==> src/rtl/irq_ctrl_bamse.sv <==
// Interrupt controller for the BAMSE port bus: edge capture, W1C pending, mask, and the
// PicoBlaze interrupt/interrupt_ack handshake with a latched priority vector.
module irq_ctrl_bamse #(
    parameter int unsigned NUM_SRC   = 4,
    parameter logic [7:0]  ADDR_PEND = 8'h01,
    parameter logic [7:0]  ADDR_MASK = 8'h02,
    parameter logic [7:0]  ADDR_VEC  = 8'h03
) (
    input  logic               clk,
    input  logic               rst_n,
    input  logic [NUM_SRC-1:0] irq_src,
    input  logic [7:0]         address,
    input  logic [7:0]         data_in,
    input  logic               wen,
    input  logic               ren,
    output logic [7:0]         data_out,
    output logic               interrupt,
    input  logic               interrupt_ack
);

    typedef enum logic [1:0] {StIdle, StReq, StService} state_e;

    state_e               r_state, w_state_d;
    logic [NUM_SRC-1:0]   r_src_q, r_pend, r_mask;
    logic [NUM_SRC-1:0]   w_edge, w_clr, w_pend_d, w_mask_d, w_elig;
    logic [7:0]           r_vec, w_vec_d;
    logic [7:0]           w_pend8, w_mask8;
    logic [2:0]           w_win;
    logic                 r_int, w_int_d;
    logic                 w_unused;

    // Reads have no side effects and only the low NUM_SRC data bits are stored.
    assign w_unused = ren ^ (^data_in);

    always_comb begin
        w_edge   = irq_src & ~r_src_q;
        w_clr    = (wen && address == ADDR_PEND) ? data_in[NUM_SRC-1:0] : '0;
        w_pend_d = (r_pend & ~w_clr) | w_edge;
        w_mask_d = (wen && address == ADDR_MASK) ? data_in[NUM_SRC-1:0] : r_mask;
        w_elig   = r_pend & r_mask;
        w_pend8  = '0;
        w_pend8[NUM_SRC-1:0] = r_pend;
        w_mask8  = '0;
        w_mask8[NUM_SRC-1:0] = r_mask;
        // Scan from the top so the lowest set index wins.
        w_win    = '0;
        for (int i = int'(NUM_SRC) - 1; i >= 0; i--) begin
            if (w_elig[i]) w_win = 3'(i);
        end
    end

    always_comb begin
        w_state_d = r_state;
        w_int_d   = r_int;
        w_vec_d   = r_vec;
        case (r_state)
            StIdle: begin
                if (|w_elig) begin
                    w_state_d = StReq;
                    w_int_d   = 1'b1;
                end
            end
            StReq: begin
                if (interrupt_ack) begin
                    w_int_d = 1'b0;
                    if (|w_elig) begin
                        w_vec_d   = {1'b1, 4'b0000, w_win};
                        w_state_d = StService;
                    end else begin
                        w_vec_d   = 8'h00;
                        w_state_d = StIdle;
                    end
                end
            end
            StService: begin
                if (!w_pend8[r_vec[2:0]] || !w_mask8[r_vec[2:0]]) begin
                    w_vec_d[7] = 1'b0;
                    w_state_d  = StIdle;
                end
            end
            default: begin
                w_state_d = StIdle;
                w_int_d   = 1'b0;
            end
        endcase
    end

    always_ff @(posedge clk or negedge rst_n) begin
        if (!rst_n) begin
            r_state <= StIdle;
            r_src_q <= '0;
            r_pend  <= '0;
            r_mask  <= '0;
            r_vec   <= 8'h00;
            r_int   <= 1'b0;
        end else begin
            r_state <= w_state_d;
            r_src_q <= irq_src;
            r_pend  <= w_pend_d;
            r_mask  <= w_mask_d;
            r_vec   <= w_vec_d;
            r_int   <= w_int_d;
        end
    end

    assign interrupt = r_int;

    always_comb begin
        data_out = 8'h00;
        if (address == ADDR_PEND)      data_out = w_pend8;
        else if (address == ADDR_MASK) data_out = w_mask8;
        else if (address == ADDR_VEC)  data_out = r_vec;
    end

endmodule

==> config.mk <==
export PLATFORM = sky130hd
export DESIGN_NAME = irq_ctrl_bamse
export DESIGN_NICKNAME = d
export VERILOG_FILES = /design/src/rtl/irq_ctrl_bamse.sv
export SDC_FILE = /design/constraint.sdc
export NUM_CORES = 1
export LEC_CHECK = 0
export ABC_AREA = 1
export BUFFER_PORTS_ARGS = -buffer_cell sky130_fd_sc_hd__buf_2
export CORE_ASPECT_RATIO = 1.2
export CORE_MARGIN = 10
export CORE_UTILIZATION = 49
export CTS_CLUSTER_SIZE = 8
export DETAILED_ROUTE_END_ITERATION = 8
export GPL_TIMING_DRIVEN = 0
export PLACE_DENSITY = 0.78
export SLEW_MARGIN = 20
export SYNTH_ARGS = -nofsm -noshare
export SYNTH_HDL_FRONTEND = slang
export SYNTH_SLANG_ARGS = --single-unit
==> constraint.sdc <==
create_clock -name clk -period 1.35 [get_ports clk]
set_input_delay 0.27 -clock clk [delete_from_list [all_inputs] [get_ports clk]]
set_output_delay 0.27 -clock clk [all_outputs]
set_load 0.1 [all_outputs]
* Word level (Yosys, flattened, before mapping)
Index checks and enable logic that the tools add are counted.
** Storage, ports and cells
- Bits in registers :: 23
** Cells by class
- Multiplexer cells :: 24
- Bitwise logic cells :: 7
- Eq/ne operators :: 8
- Magnitude comparators :: 1
- Reductions and logical operators :: 12
** Operators with widths (number)
- 8-bit two-way mux :: 5
- 8-bit by 2-bit == test with 1-bit output, second input constant :: 2
- 4-bit bitwise AND :: 3
- 2-bit two-way mux :: 6
- 3-bit AND reduction :: 3
- 8-bit by 1-bit == test with 1-bit output, second input constant :: 1
- 4-bit inverter :: 2
- 1-bit binary-select mux with 3-bit select :: 2
- 3-bit two-way mux :: 2
- 2-bit inequality test, second input constant :: 3
- 2-bit case mux with 3 select lines :: 1
- 1-bit two-way mux :: 5
- 3-bit by 4-bit < comparator with 1-bit output, second input constant :: 1
- 4-bit two-way mux :: 1
- 4-bit bitwise OR :: 1
- 4-bit OR reduction :: 1
- 1-bit case mux with 3 select lines :: 1
- 2-bit by 1-bit == test with 1-bit output, second input constant :: 1
- 2-bit == test, second input constant :: 1
- 1-bit logical AND :: 2
- 1-bit logical NOT :: 2
- 2-bit logical NOT :: 1
- 1-bit case mux with 2 select lines :: 1
- 2-bit AND reduction :: 1
- 3 further kinds :: 3

* Depth between registers and ports, before layout
- Word-level depth :: 8
- Mapped depth :: 7
- Gate-level depth less buffers :: 7

* Worst setup path after synthesis
No wires, ideal clock.
- Path type :: input to output
- Start point :: input address[7]
- End point :: output data_out[7]
- Setup slack :: -2.257 ns
- Data arrival time :: 3.337 ns
- Stages :: 3
- Buffers on the path :: 0
- Required time :: 1.080 ns
- Path through :: nor2_4 > nand3_4 > nor4_1
** Between the ends
- Cells in the longest elaborated chain, start to end :: 4
- Elaborated cells between the ends (all ways) :: 6
** RTL lines
- start, declared :: line 12 : input logic [7:0] address,
- 8-bit by 2-bit == test with 1-bit output :: line 112 : else if (address == ADDR_VEC) data_out = r_vec;
- 8-bit two-way mux :: line 112
- 8-bit two-way mux :: line 111 : else if (address == ADDR_MASK) data_out = w_mask8;
- 8-bit two-way mux * :: line 110 : if (address == ADDR_PEND) data_out = w_pend8;
- end, declared :: line 16 : output logic [7:0] data_out,
Mark *: on every way between the ends. The rest lies on a longest branch, timed or not.

* Final worst setup path
- Start point :: register r_vec[7]
- End point :: output data_out[7]
** Between the ends
- Cells in the longest elaborated chain, start to end :: 3
** RTL lines
- start, declared :: line 26 : logic [7:0] r_vec, w_vec_d;
- start signal, assigned :: line 101 : r_vec <= w_vec_d;
- 8-bit two-way mux :: line 112
- 8-bit two-way mux :: line 111
- 8-bit two-way mux :: line 110
No other way between the ends.

==> summary.txt <==
Floorplan
  • Core Region: approximately 0.0019 mm²
  • DIE WIDTH: about 60 µm
  • IO Count: 34
  • Die ar.: approximately 0.0043 mm²
  • Initial Util: between 50% and 60%
  • Die H: 69.7 µm
  • Cell Rows: 17

Placement
  • Placed cell count: around 180
  • Number of buffers added on ports: 24
  • GPL Wtd Cong: about 0.78
  • DP HPWL: about 1800 µm

Timing
  • RSZ-0062 raised after global routing: yes
  • Peak Freq: 667 MHz
  • Endpoints failing setup: 5
  • Tmin final: roughly 1.5 ns
  • Final period utilization: 111%
  • Skew final: about 0.0032 ns
  • Final Hold Vio Count: 0
  • Setup ws final: -0.150 ns
  • Max Slew Vio Count: 0

Yosys
  • Syn Area/Cell: 7.71 µm²
  • Primary FF master, synth: dfrtp_1
  • Sequential area share after synthesis: between 40% and 50%
  • Mapped cell area: approximately 0.001 mm²
  • Top cells by area, synth: dfrtp_1, nand2_1, nand3_1
  • Most frequent cell after synthesis: nand2_1
  • Most area-hungry cell type in the Yosys netlist: dfrtp_1
  • Cell count after synthesis: 131
  • Synth Register Bits: 18
  • Post-synth EDFFs: 0
  • Ys Warns: 0
  • Cell variety after synth: 21
  • FFs w/ async S/R, synth: 100%
  • Most instantiated cells after synthesis: nand2_1, nand3_1, dfrtp_1
  • Yosys top cell area share: between 40 and 50%

Worst setup path
  • CP Capture Type: output pin
  • Crit path max-delay family: flip-flops
  • Crit path launch type: flip-flop
  • Data arrival, critical path: approximately 1.2 ns
  • Critical Path Slowest Stage Cell: dfrtp_1
  • CP Max Fanout: 2
  • CP Class: reg -> out
  • Critical Path Start: r_vec[7]$_DFFE_PN0P_
  • Crit path cell chain: inv_2, nor4_4, buf_6
  • Critical path's largest stage delay: approximately 0.37 ns
  • Critical path buffers and inverters: 2
  • Worst endpoint required time: ~1.1 ns
  • FF-to-FF Start: r_pend[1]$_DFF_PN0_

Clock tree
  • Worst-Skew Late Latency: slightly below 0.3 ns
  • Clock Tree Buf Depth: 2
  • TritonCTS clock tree: built
  • H-Tree Level Count: 1
  • Clock sinks: 18
  • Root Driver: clkbuf_4
  • TritonCTS buffer count: 3
  • Clk slew on worst S/H paths: roughly 0.10 ns

Global route
  • First-pass GRT wire length: roughly 4100 µm
  • Vias in the first global route: around 1000
  • Largest net degree at the start of global routing: 19
  • Overall Global Routing Usage: between 10% and 20%
  • Initial antenna violation count: 0
  • Total global routing overflow: 0

Detailed routing
  • WL per Instance: roughly 13 µm
  • Post-route ant nets: 0
  • Met3 wire length: around 190 µm
  • DR vias: ~950
  • DRT met1 WL: 903 µm
  • Highest metal used: met4
  • WL final: ~2400 µm
  • DRT iter0 DRCs: 25
  • Drt via density: around 5.1
  • First drt pass iteration count: 4
  • Drc violations: 0
  • Met2 wire length: approximately 1300 µm

Flow run
  • Maxcap violations: 0

Layout
  • Multi-input logic area: 567 µm²
  • Area Overhead vs Synth: 41.4%
  • Fin nets: around 190
  • Finished Layout Cells: ~190
  • # diodes: 0
  • Fill cell count: around 130
  • Layout cell share with drive strength beyond 1: between 30% and 40%
  • Storage cell area: approximately 450 µm²
  • Final core utilization: 75.4%

Worst hold path
  • Hold Crit Class: in -> reg
  • Worst hold start: irq_src[1]

Status
  • Outcome: finished with violations
  • Violated checks: setup timing

Pwr
  • Leakage power: between 0.7 and 0.8 nW
  • Power Dens Cells: 1020 mW/mm²
  • Worst VDD drop: 909 µV
-- registers in the layout (all words and copies together) (netlist names) --
name and flops:
r_mask 4, r_state 2, r_pend 4, r_vec 3
r_src_q 4, interrupt 1
-- path summary, 6_finish.rpt --
path                                          to  slack, ns  depth (start not counted)
max in group asynchronous    r_pend[0]$_DFF_PN0_       0.65                          2
setup / recovery                     data_out[7]      -0.15                          3
setup reg to reg            r_vec[7]$_DFFE_PN0P_       0.24                          6
hold reg to reg            interrupt$_DFFE_PN0P_       0.48                          2
hold / removal              r_src_q[1]$_DFF_PN0_       0.09                          1
min in group asynchronous   r_src_q[1]$_DFF_PN0_       0.43                          2
-- logic make-up (layout without fill, tap and decap cells) --
logic type,count (synthesis),in the layout,share of synthesized area (%)
buffers and inverters,20,55,8.67
AO/OA/AOI/OAI,5,5,2.48
AND/OR/NAND/NOR,87,87,43.9
other,1,3,0.371
flip-flops,18,18,44.6
-- where the power goes --
group / internal, W / total, W / switching (W)
Clock: 0.000164 / 0.000325 / 0.000161
Sequential: 0.000604 / 0.000651 / 0.0000464
Combinational: 0.000156 / 0.000482 / 0.000326
-- layout make-up --
class	instances	area share [%]
plain buffers	4	1.93
clock buffers	4	2.54
inverters	16	4.21
multi-input cells	95	39.7
flip-flops and latches	18	31.6
well taps	19	1.67
repair buffers	31	18.4
-- layout by cell type, fill, tap and decap left out, drive strengths merged --
master / instances
a21oi: 2
and3: 1
buf: 33
clkbuf: 5
conb: 3
dfrtp: 18
dlygate4sd3: 1
inv: 16
nand2: 49
nand3: 24
nand4: 1
nor2: 10
nor3: 1
nor4: 1
o21ai: 3
-- per-layer routing --
metal	up-vias	track usage, %
met5	-	0
met4	0	3.69
met3	5	4.39
met2	32	20.5
met1	436	12.6
li1	480	-
-- stage by stage --
stage	TNS, ns	setup WS (ns)	hold WS (ns)	instance area, µm²	power [W]
after floorplan	-0.439	-0.439	-0.0256	1070	0.000987
after global placement	-1.75	-0.408	0.214	1220	0.00107
after detailed placement	-1.91	-0.441	0.214	1220	0.00109
after CTS	-0.533	-0.146	0.0866	1400	0.00146
after global routing	-0.718	-0.220	0.0795	1430	0.00156
final	-0.392	-0.150	0.0906	1430	0.00146
-- repair_timing --
| item | in CTS | in global routing |
|---|---|---|
| hold buffers | 1 | 0 |
| cloned | 0 | 0 |
| gates resized for setup | 26 | 10 |
| pin swaps | 6 | 6 |
| endpoints found under the setup margin | 5 | 6 |
| buffers inserted | 6 | 0 |
| hold endpoints to repair | 18 | 0 |
Note: power is estimated with default switching activity, not from simulation.
